--- src/rtl/pacman_life_ctrl.sv ---
// Pac-Man HP/lives tracker with a freeze -> shield -> play respawn sequence.
// Latency: every output is registered and reflects the inputs sampled on the previous edge.
// Backpressure: none; the inputs are single-cycle events that are consumed or ignored on the cycle they arrive.
//
// Ports:
//   clk_i, reset_i       clock and synchronous active-high reset
//   startOfFrame_i       one-cycle pulse per video frame; drives the FREEZE/SHIELD counter
//   newGame_i            restart request; reloads HP and lives and returns to PLAY
//   addHP_i, removeHP_i  HP delta for this cycle from the monster arbitration stage
//   pacmanRespawn_i      collision event for this cycle
//   hp_o, lives_o        current HP pool and remaining lives
//   respawnPulse_o       one-cycle command to move Pac-Man to the start tile
//   freezePlay_o         movement frozen (FREEZE and GAME_OVER)
//   shieldOn_o           invulnerable window (SHIELD)
//   gameOver_o           GAME_OVER state
module pacman_life_ctrl #(
    parameter int HP_MAX        = 31,
    parameter int HP_INIT       = 16,
    parameter int LIVES_INIT    = 3,
    parameter int FREEZE_FRAMES = 64,
    parameter int SHIELD_FRAMES = 128
) (
    input  logic       clk_i,
    input  logic       reset_i,
    input  logic       startOfFrame_i,
    input  logic       newGame_i,
    input  logic [4:0] addHP_i,
    input  logic [4:0] removeHP_i,
    input  logic       pacmanRespawn_i,
    output logic [4:0] hp_o,
    output logic [2:0] lives_o,
    output logic       respawnPulse_o,
    output logic       freezePlay_o,
    output logic       shieldOn_o,
    output logic       gameOver_o
);

    typedef enum logic [1:0] {
        ST_PLAY      = 2'd0,
        ST_FREEZE    = 2'd1,
        ST_SHIELD    = 2'd2,
        ST_GAME_OVER = 2'd3
    } state_t;

    state_t      state_q, state_d;
    logic [4:0]  hp_q, hp_d;
    logic [2:0]  lives_q, lives_d;
    logic [7:0]  cnt_q, cnt_d;
    logic        pulse_q, pulse_d;
    logic        freeze_q, freeze_d;
    logic        shield_q, shield_d;
    logic        over_q, over_d;

    logic [4:0]        add_eff;
    logic [4:0]        rem_eff;
    logic signed [6:0] hp_t;
    logic [4:0]        hp_sat;
    logic [8:0]        cnt_inc;
    logic [2:0]        lives_dec;

    // HP inputs are masked per state before the arithmetic, so a single
    // saturating adder serves every state.
    always_comb begin
        add_eff = 5'd0;
        rem_eff = 5'd0;
        case (state_q)
            ST_PLAY: begin
                add_eff = addHP_i;
                rem_eff = removeHP_i;
            end
            ST_SHIELD: begin
                add_eff = addHP_i;
            end
            default: begin
                add_eff = 5'd0;
                rem_eff = 5'd0;
            end
        endcase
    end

    // Add and remove are netted in 7-bit signed space before clamping, so a
    // same-cycle add cannot saturate on its own before the remove lands.
    always_comb begin
        hp_t = $signed({2'b00, hp_q}) + $signed({2'b00, add_eff})
             - $signed({2'b00, rem_eff});
        if (hp_t < 7'sd0) begin
            hp_sat = 5'd0;
        end else if (hp_t > $signed(7'(HP_MAX))) begin
            hp_sat = 5'(HP_MAX);
        end else begin
            hp_sat = hp_t[4:0];
        end
    end

    assign cnt_inc   = {1'b0, cnt_q} + 9'd1;
    assign lives_dec = lives_q - 3'd1;

    always_comb begin
        state_d = state_q;
        hp_d    = hp_q;
        lives_d = lives_q;
        cnt_d   = cnt_q;
        pulse_d = 1'b0;

        if (newGame_i) begin
            state_d = ST_PLAY;
            hp_d    = 5'(HP_INIT);
            lives_d = 3'(LIVES_INIT);
            cnt_d   = 8'd0;
        end else begin
            case (state_q)
                ST_PLAY: begin
                    hp_d = hp_sat;
                    if (pacmanRespawn_i) begin
                        lives_d = lives_dec;
                        if (lives_dec == 3'd0 || hp_sat == 5'd0) begin
                            state_d = ST_GAME_OVER;
                        end else begin
                            state_d = ST_FREEZE;
                            cnt_d   = 8'd0;
                            pulse_d = 1'b1;
                        end
                    end else if (hp_sat == 5'd0) begin
                        state_d = ST_GAME_OVER;
                    end
                end
                ST_FREEZE: begin
                    if (startOfFrame_i) begin
                        if (cnt_inc == 9'(FREEZE_FRAMES)) begin
                            state_d = ST_SHIELD;
                            cnt_d   = 8'd0;
                        end else begin
                            cnt_d = cnt_inc[7:0];
                        end
                    end
                end
                ST_SHIELD: begin
                    hp_d = hp_sat;
                    if (startOfFrame_i) begin
                        if (cnt_inc == 9'(SHIELD_FRAMES)) begin
                            state_d = ST_PLAY;
                            cnt_d   = 8'd0;
                        end else begin
                            cnt_d = cnt_inc[7:0];
                        end
                    end
                end
                default: begin
                    state_d = ST_GAME_OVER;
                end
            endcase
        end

        // Flags are decoded from the next state so they line up with the
        // registered state rather than trailing it by a cycle.
        freeze_d = (state_d == ST_FREEZE) || (state_d == ST_GAME_OVER);
        shield_d = (state_d == ST_SHIELD);
        over_d   = (state_d == ST_GAME_OVER);
    end

    always_ff @(posedge clk_i) begin
        if (reset_i) begin
            state_q  <= ST_PLAY;
            hp_q     <= 5'(HP_INIT);
            lives_q  <= 3'(LIVES_INIT);
            cnt_q    <= 8'd0;
            pulse_q  <= 1'b0;
            freeze_q <= 1'b0;
            shield_q <= 1'b0;
            over_q   <= 1'b0;
        end else begin
            state_q  <= state_d;
            hp_q     <= hp_d;
            lives_q  <= lives_d;
            cnt_q    <= cnt_d;
            pulse_q  <= pulse_d;
            freeze_q <= freeze_d;
            shield_q <= shield_d;
            over_q   <= over_d;
        end
    end

    assign hp_o           = hp_q;
    assign lives_o        = lives_q;
    assign respawnPulse_o = pulse_q;
    assign freezePlay_o   = freeze_q;
    assign shieldOn_o     = shield_q;
    assign gameOver_o     = over_q;

endmodule

--- config.mk ---
export PLATFORM = sky130hd
export DESIGN_NAME = pacman_life_ctrl
export DESIGN_NICKNAME = d
export VERILOG_FILES = /design/src/rtl/pacman_life_ctrl.sv
export SDC_FILE = /design/constraint.sdc
export NUM_CORES = 1
export LEC_CHECK = 0
export ABC_CLOCK_PERIOD_IN_PS = 3950
export CAP_MARGIN = 10
export CORE_MARGIN = 1.5
export CORE_UTILIZATION = 55
export DETAILED_ROUTE_END_ITERATION = 10
export PLACE_DENSITY_LB_ADDON = 0.15
export SLEW_MARGIN = 10
export SYNTH_ARGS = -nofsm -noshare
export SYNTH_HDL_FRONTEND = slang
export SYNTH_SLANG_ARGS = --single-unit
--- constraint.sdc ---
create_clock -name clk_i -period 3.95 [get_ports clk_i]
set_clock_uncertainty 0.1 [all_clocks]
set_input_delay 0.79 -clock clk_i [delete_from_list [all_inputs] [get_ports clk_i]]
set_output_delay 0.79 -clock clk_i [all_outputs]
set_load 0.02 [all_outputs]
==> impl_metrics.env <==
export IMPL_die_h_um=60.97
export IMPL_worst_path_max_delay_cell="fa_1"
export IMPL_slew_headroom=0.6427
export IMPL_synth_xor_area_frac=0.01896
export IMPL_crit_path_end_kind="flip-flop"
export IMPL_outcome="finished clean"
export IMPL_area_growth_pct=19.97
export IMPL_setup_ws_ns=0.2014
export IMPL_cts_tree="done"
export IMPL_worstPathRequired_ns=4.10
export IMPL_max_clock_path_buffers=2
export IMPL_cp_num_buf_inv=4
export IMPL_yosysWarnings=0
export IMPL_cts_buffers=3
export IMPL_portBuffers=26
export IMPL_layout_drive_gt1_share=0.1111
export IMPL_n_fill_cell=275
export IMPL_synth_fa_ha_area_frac=0.1422
export IMPL_multi_input_comb_area_um2=1316
export IMPL_synth_flop_cell="dfxtp_1"
export IMPL_synth_edff_count=0
export IMPL_drt_iter0_drc=119
export IMPL_insertion_delay_ns=0.32
export IMPL_startpoint_type="flip-flop"
export IMPL_crit_path_max_incr_delay_ns=0.50
export IMPL_drv_cap=0
export IMPL_routed_wl_mm=4.507
export IMPL_fin_cells=296
export IMPL_finalMaxSlewViolations=0
export IMPL_synthTopCellsByArea="dfxtp_1 (23%), ha_1 (8.8%), fa_1 (5.4%)"
export IMPL_max_freq_mhz=266.8
export IMPL_nNetsFinal=286
export IMPL_grt_use_total=0.2605
export IMPL_cp_max_fo=12
export IMPL_viasPerCell=5.980
export IMPL_setup_violations=0
export IMPL_leakage_nw=0.8772
export IMPL_fin_util=0.7088
export IMPL_clkSinkCount=21
export IMPL_ys_async_sr_fraction=0
export IMPL_yosys_mux_area_fraction=0.01760
export IMPL_hpwlAfterDp_mm=3.367
export IMPL_grt_pass1_wl_mm=7.196
export IMPL_grt_max_degree=17
export IMPL_dieArea_um2=3717
export IMPL_critPathKind="flip-flop to flip-flop"
export IMPL_ys_ff_latch=21
export IMPL_synth_compound_area_frac=0.2932
export IMPL_synth_common_cells="nand2_1 (24), dfxtp_1 (21), inv_1 (21), ha_1 (13), nand3_1 (12)"
export IMPL_first_pass_iters=4
export IMPL_synth_top_area_cell="dfxtp_1"
export IMPL_worstMarginPinSlew_ns=0.5319
export IMPL_synthCells=223
export IMPL_cpLargestDelayFamily="adder cells"
export IMPL_num_io_pins=27
export IMPL_yosysMostFrequentCell="nand2_1"
export IMPL_ant_nets=0
export IMPL_grt_pass1_vias=1612
export IMPL_yosysSeqAreaShare=0.2275
export IMPL_seqCellArea_um2=420.4
export IMPL_syn_area_um2=1848
export IMPL_vias=1770
export IMPL_wl_per_cell_um=15.23
export IMPL_path_clk_slew_ns=0.12
export IMPL_final_hold_violation_count=0
export IMPL_synth_top_area_frac=0.2275
export IMPL_overflow=0
export IMPL_die_width_um=60.97
export IMPL_clock_root_buffer="clkbuf_4"
export IMPL_ir_worst_vdd_uv=425.8
export IMPL_htree_levels=1
export IMPL_gp_congestion=0.8563
export IMPL_core_area_um2=3128
export IMPL_tns_ns=0
export IMPL_synth_avg_cell_area_um2=8.287
export IMPL_hold_class="flip-flop to flip-flop"
export IMPL_syn_nets=256
export IMPL_cp_cell_sequence="inv_1 -> ha_1 -> buf_4 -> and2_1 -> fa_1 -> inv_1 -> fa_1 -> xor2_1 -> nor3_1 -> o21ai_0 -> o21ai_2 -> buf_4 -> a22oi_1 -> o22ai_1"
export IMPL_preCtsSetupSlack_ns=0.03454
export IMPL_arrival_ns=3.90
export IMPL_antennaDiodeCount=0
export IMPL_num_rows=20
export IMPL_fin_crit_sh=0.9490
export IMPL_synth_top_family_by_area="compound AO/OA/AOI/OAI gates"
export IMPL_timing_hold_ws_ns=0.3812
export IMPL_powerDensity_nw_per_um2=770.9
export IMPL_synthDistinctLibCells=59
export IMPL_period_minus_slack_ns=3.749
export IMPL_antenna_found_initial=0
export IMPL_post_route_drc_count=0
export IMPL_synthSimpleGateAreaFrac=0.2329
export IMPL_dp_cells=290
export IMPL_start_util=0.5908
## worst reg2reg max path, stage by stage, from the launching register on
cell and delay, ns:
dfxtp_1 0.44, inv_1 0.09, ha_1 0.22, buf_4 0.19, and2_1 0.18, fa_1 0.50
inv_1 0.07, fa_1 0.48, xor2_1 0.18, nor3_1 0.27, o21ai_0 0.22, o21ai_2 0.30
buf_4 0.18, a22oi_1 0.08, o22ai_1 0.18
## metrics by stage
stage               area, µm²  power [W]
floorplan                1848   0.001188
global placement         2162   0.001473
detailed placement       2162   0.001505
CTS                      2188   0.001618
global route             2217   0.001837
finish                   2217   0.001709
## sequential cells by signal, indices dropped and copies added (netlist names)
register and count:
hp_o 5, state_q 1, freezePlay_o 1, shieldOn_o 1
lives_o 3, cnt_q 8, gameOver_o 1, respawnPulse_o 1
## cells by family (layout without fill, tap and decap cells)
group,count (synthesis),count (layout)
buffers and inverters,30,59
multiplexers,2,2
XOR/XNOR,4,4
flip-flops,21,21
adder cells (fa/ha/maj),18,18
AND/OR/NAND/NOR,81,81
AO/OA/AOI/OAI,67,67
## worst paths after layout
| check | from | end | slack (ns) | cells past startpoint |
|---|---|---|---|---|
| worst max-delay path | freezePlay_o$_SDFF_PP0_ | cnt_q[5]$_SDFFE_PP0P_ | 0.20 | 14 |
| worst min-delay path | hp_o[2]$_SDFFE_PP0N_ | hp_o[2]$_SDFFE_PP0N_ | 0.38 | 2 |
| worst max register to register | freezePlay_o$_SDFF_PP0_ | cnt_q[5]$_SDFFE_PP0P_ | 0.20 | 14 |
| worst min register to register | hp_o[2]$_SDFFE_PP0N_ | hp_o[2]$_SDFFE_PP0N_ | 0.38 | 2 |
## timing repair
action | in CTS | in global routing
endpoints found under the setup margin | 0 | 1
hold buffers | 0 | 0
setup buffers | 0 | 2
resized for setup | 0 | 2
endpoints found under the hold margin | 0 | 0
## placed cells by master, fill, tap and decap left out, types with 5 or more instances in the layout
cell type	Yosys	layout
clkdlybuf4s50_1	0	26
nand2_1	24	24
inv_1	21	21
dfxtp_1	21	21
ha_1	13	13
nand3_1	12	12
a21oi_1	11	11
buf_4	1	8
and2_1	7	7
nor3_1	6	6
o211ai_1	6	6
nor2_1	6	6
a22oi_1	6	6
or3_1	5	5
fa_1	5	5
## layout make-up
cell class                 instances  share of cell area
sequential                        21              0.1896
inverter                          21             0.03555
multi-input combinational        172              0.5937
timing repair buffer              34              0.1445
clock buffer                       4             0.01185
tap                               44             0.02483
## power by group
group          internal, W  switching [W]
Sequential        0.000246      0.0000292
Combinational     0.000568       0.000758
Clock            0.0000395      0.0000695
Total             0.000853       0.000856
## routing by layer
metal / track usage / vias to the layer above / wire, µm
li1: - / 876 / -
met1: 0.3573 / 828 / 2043
met2: 0.4270 / 60 / 2151
met3: 0.04051 / 6 / 260
met4: 0.07143 / 0 / 52
met5: 0 / - / 0
Power figures use the tool's default switching activity.
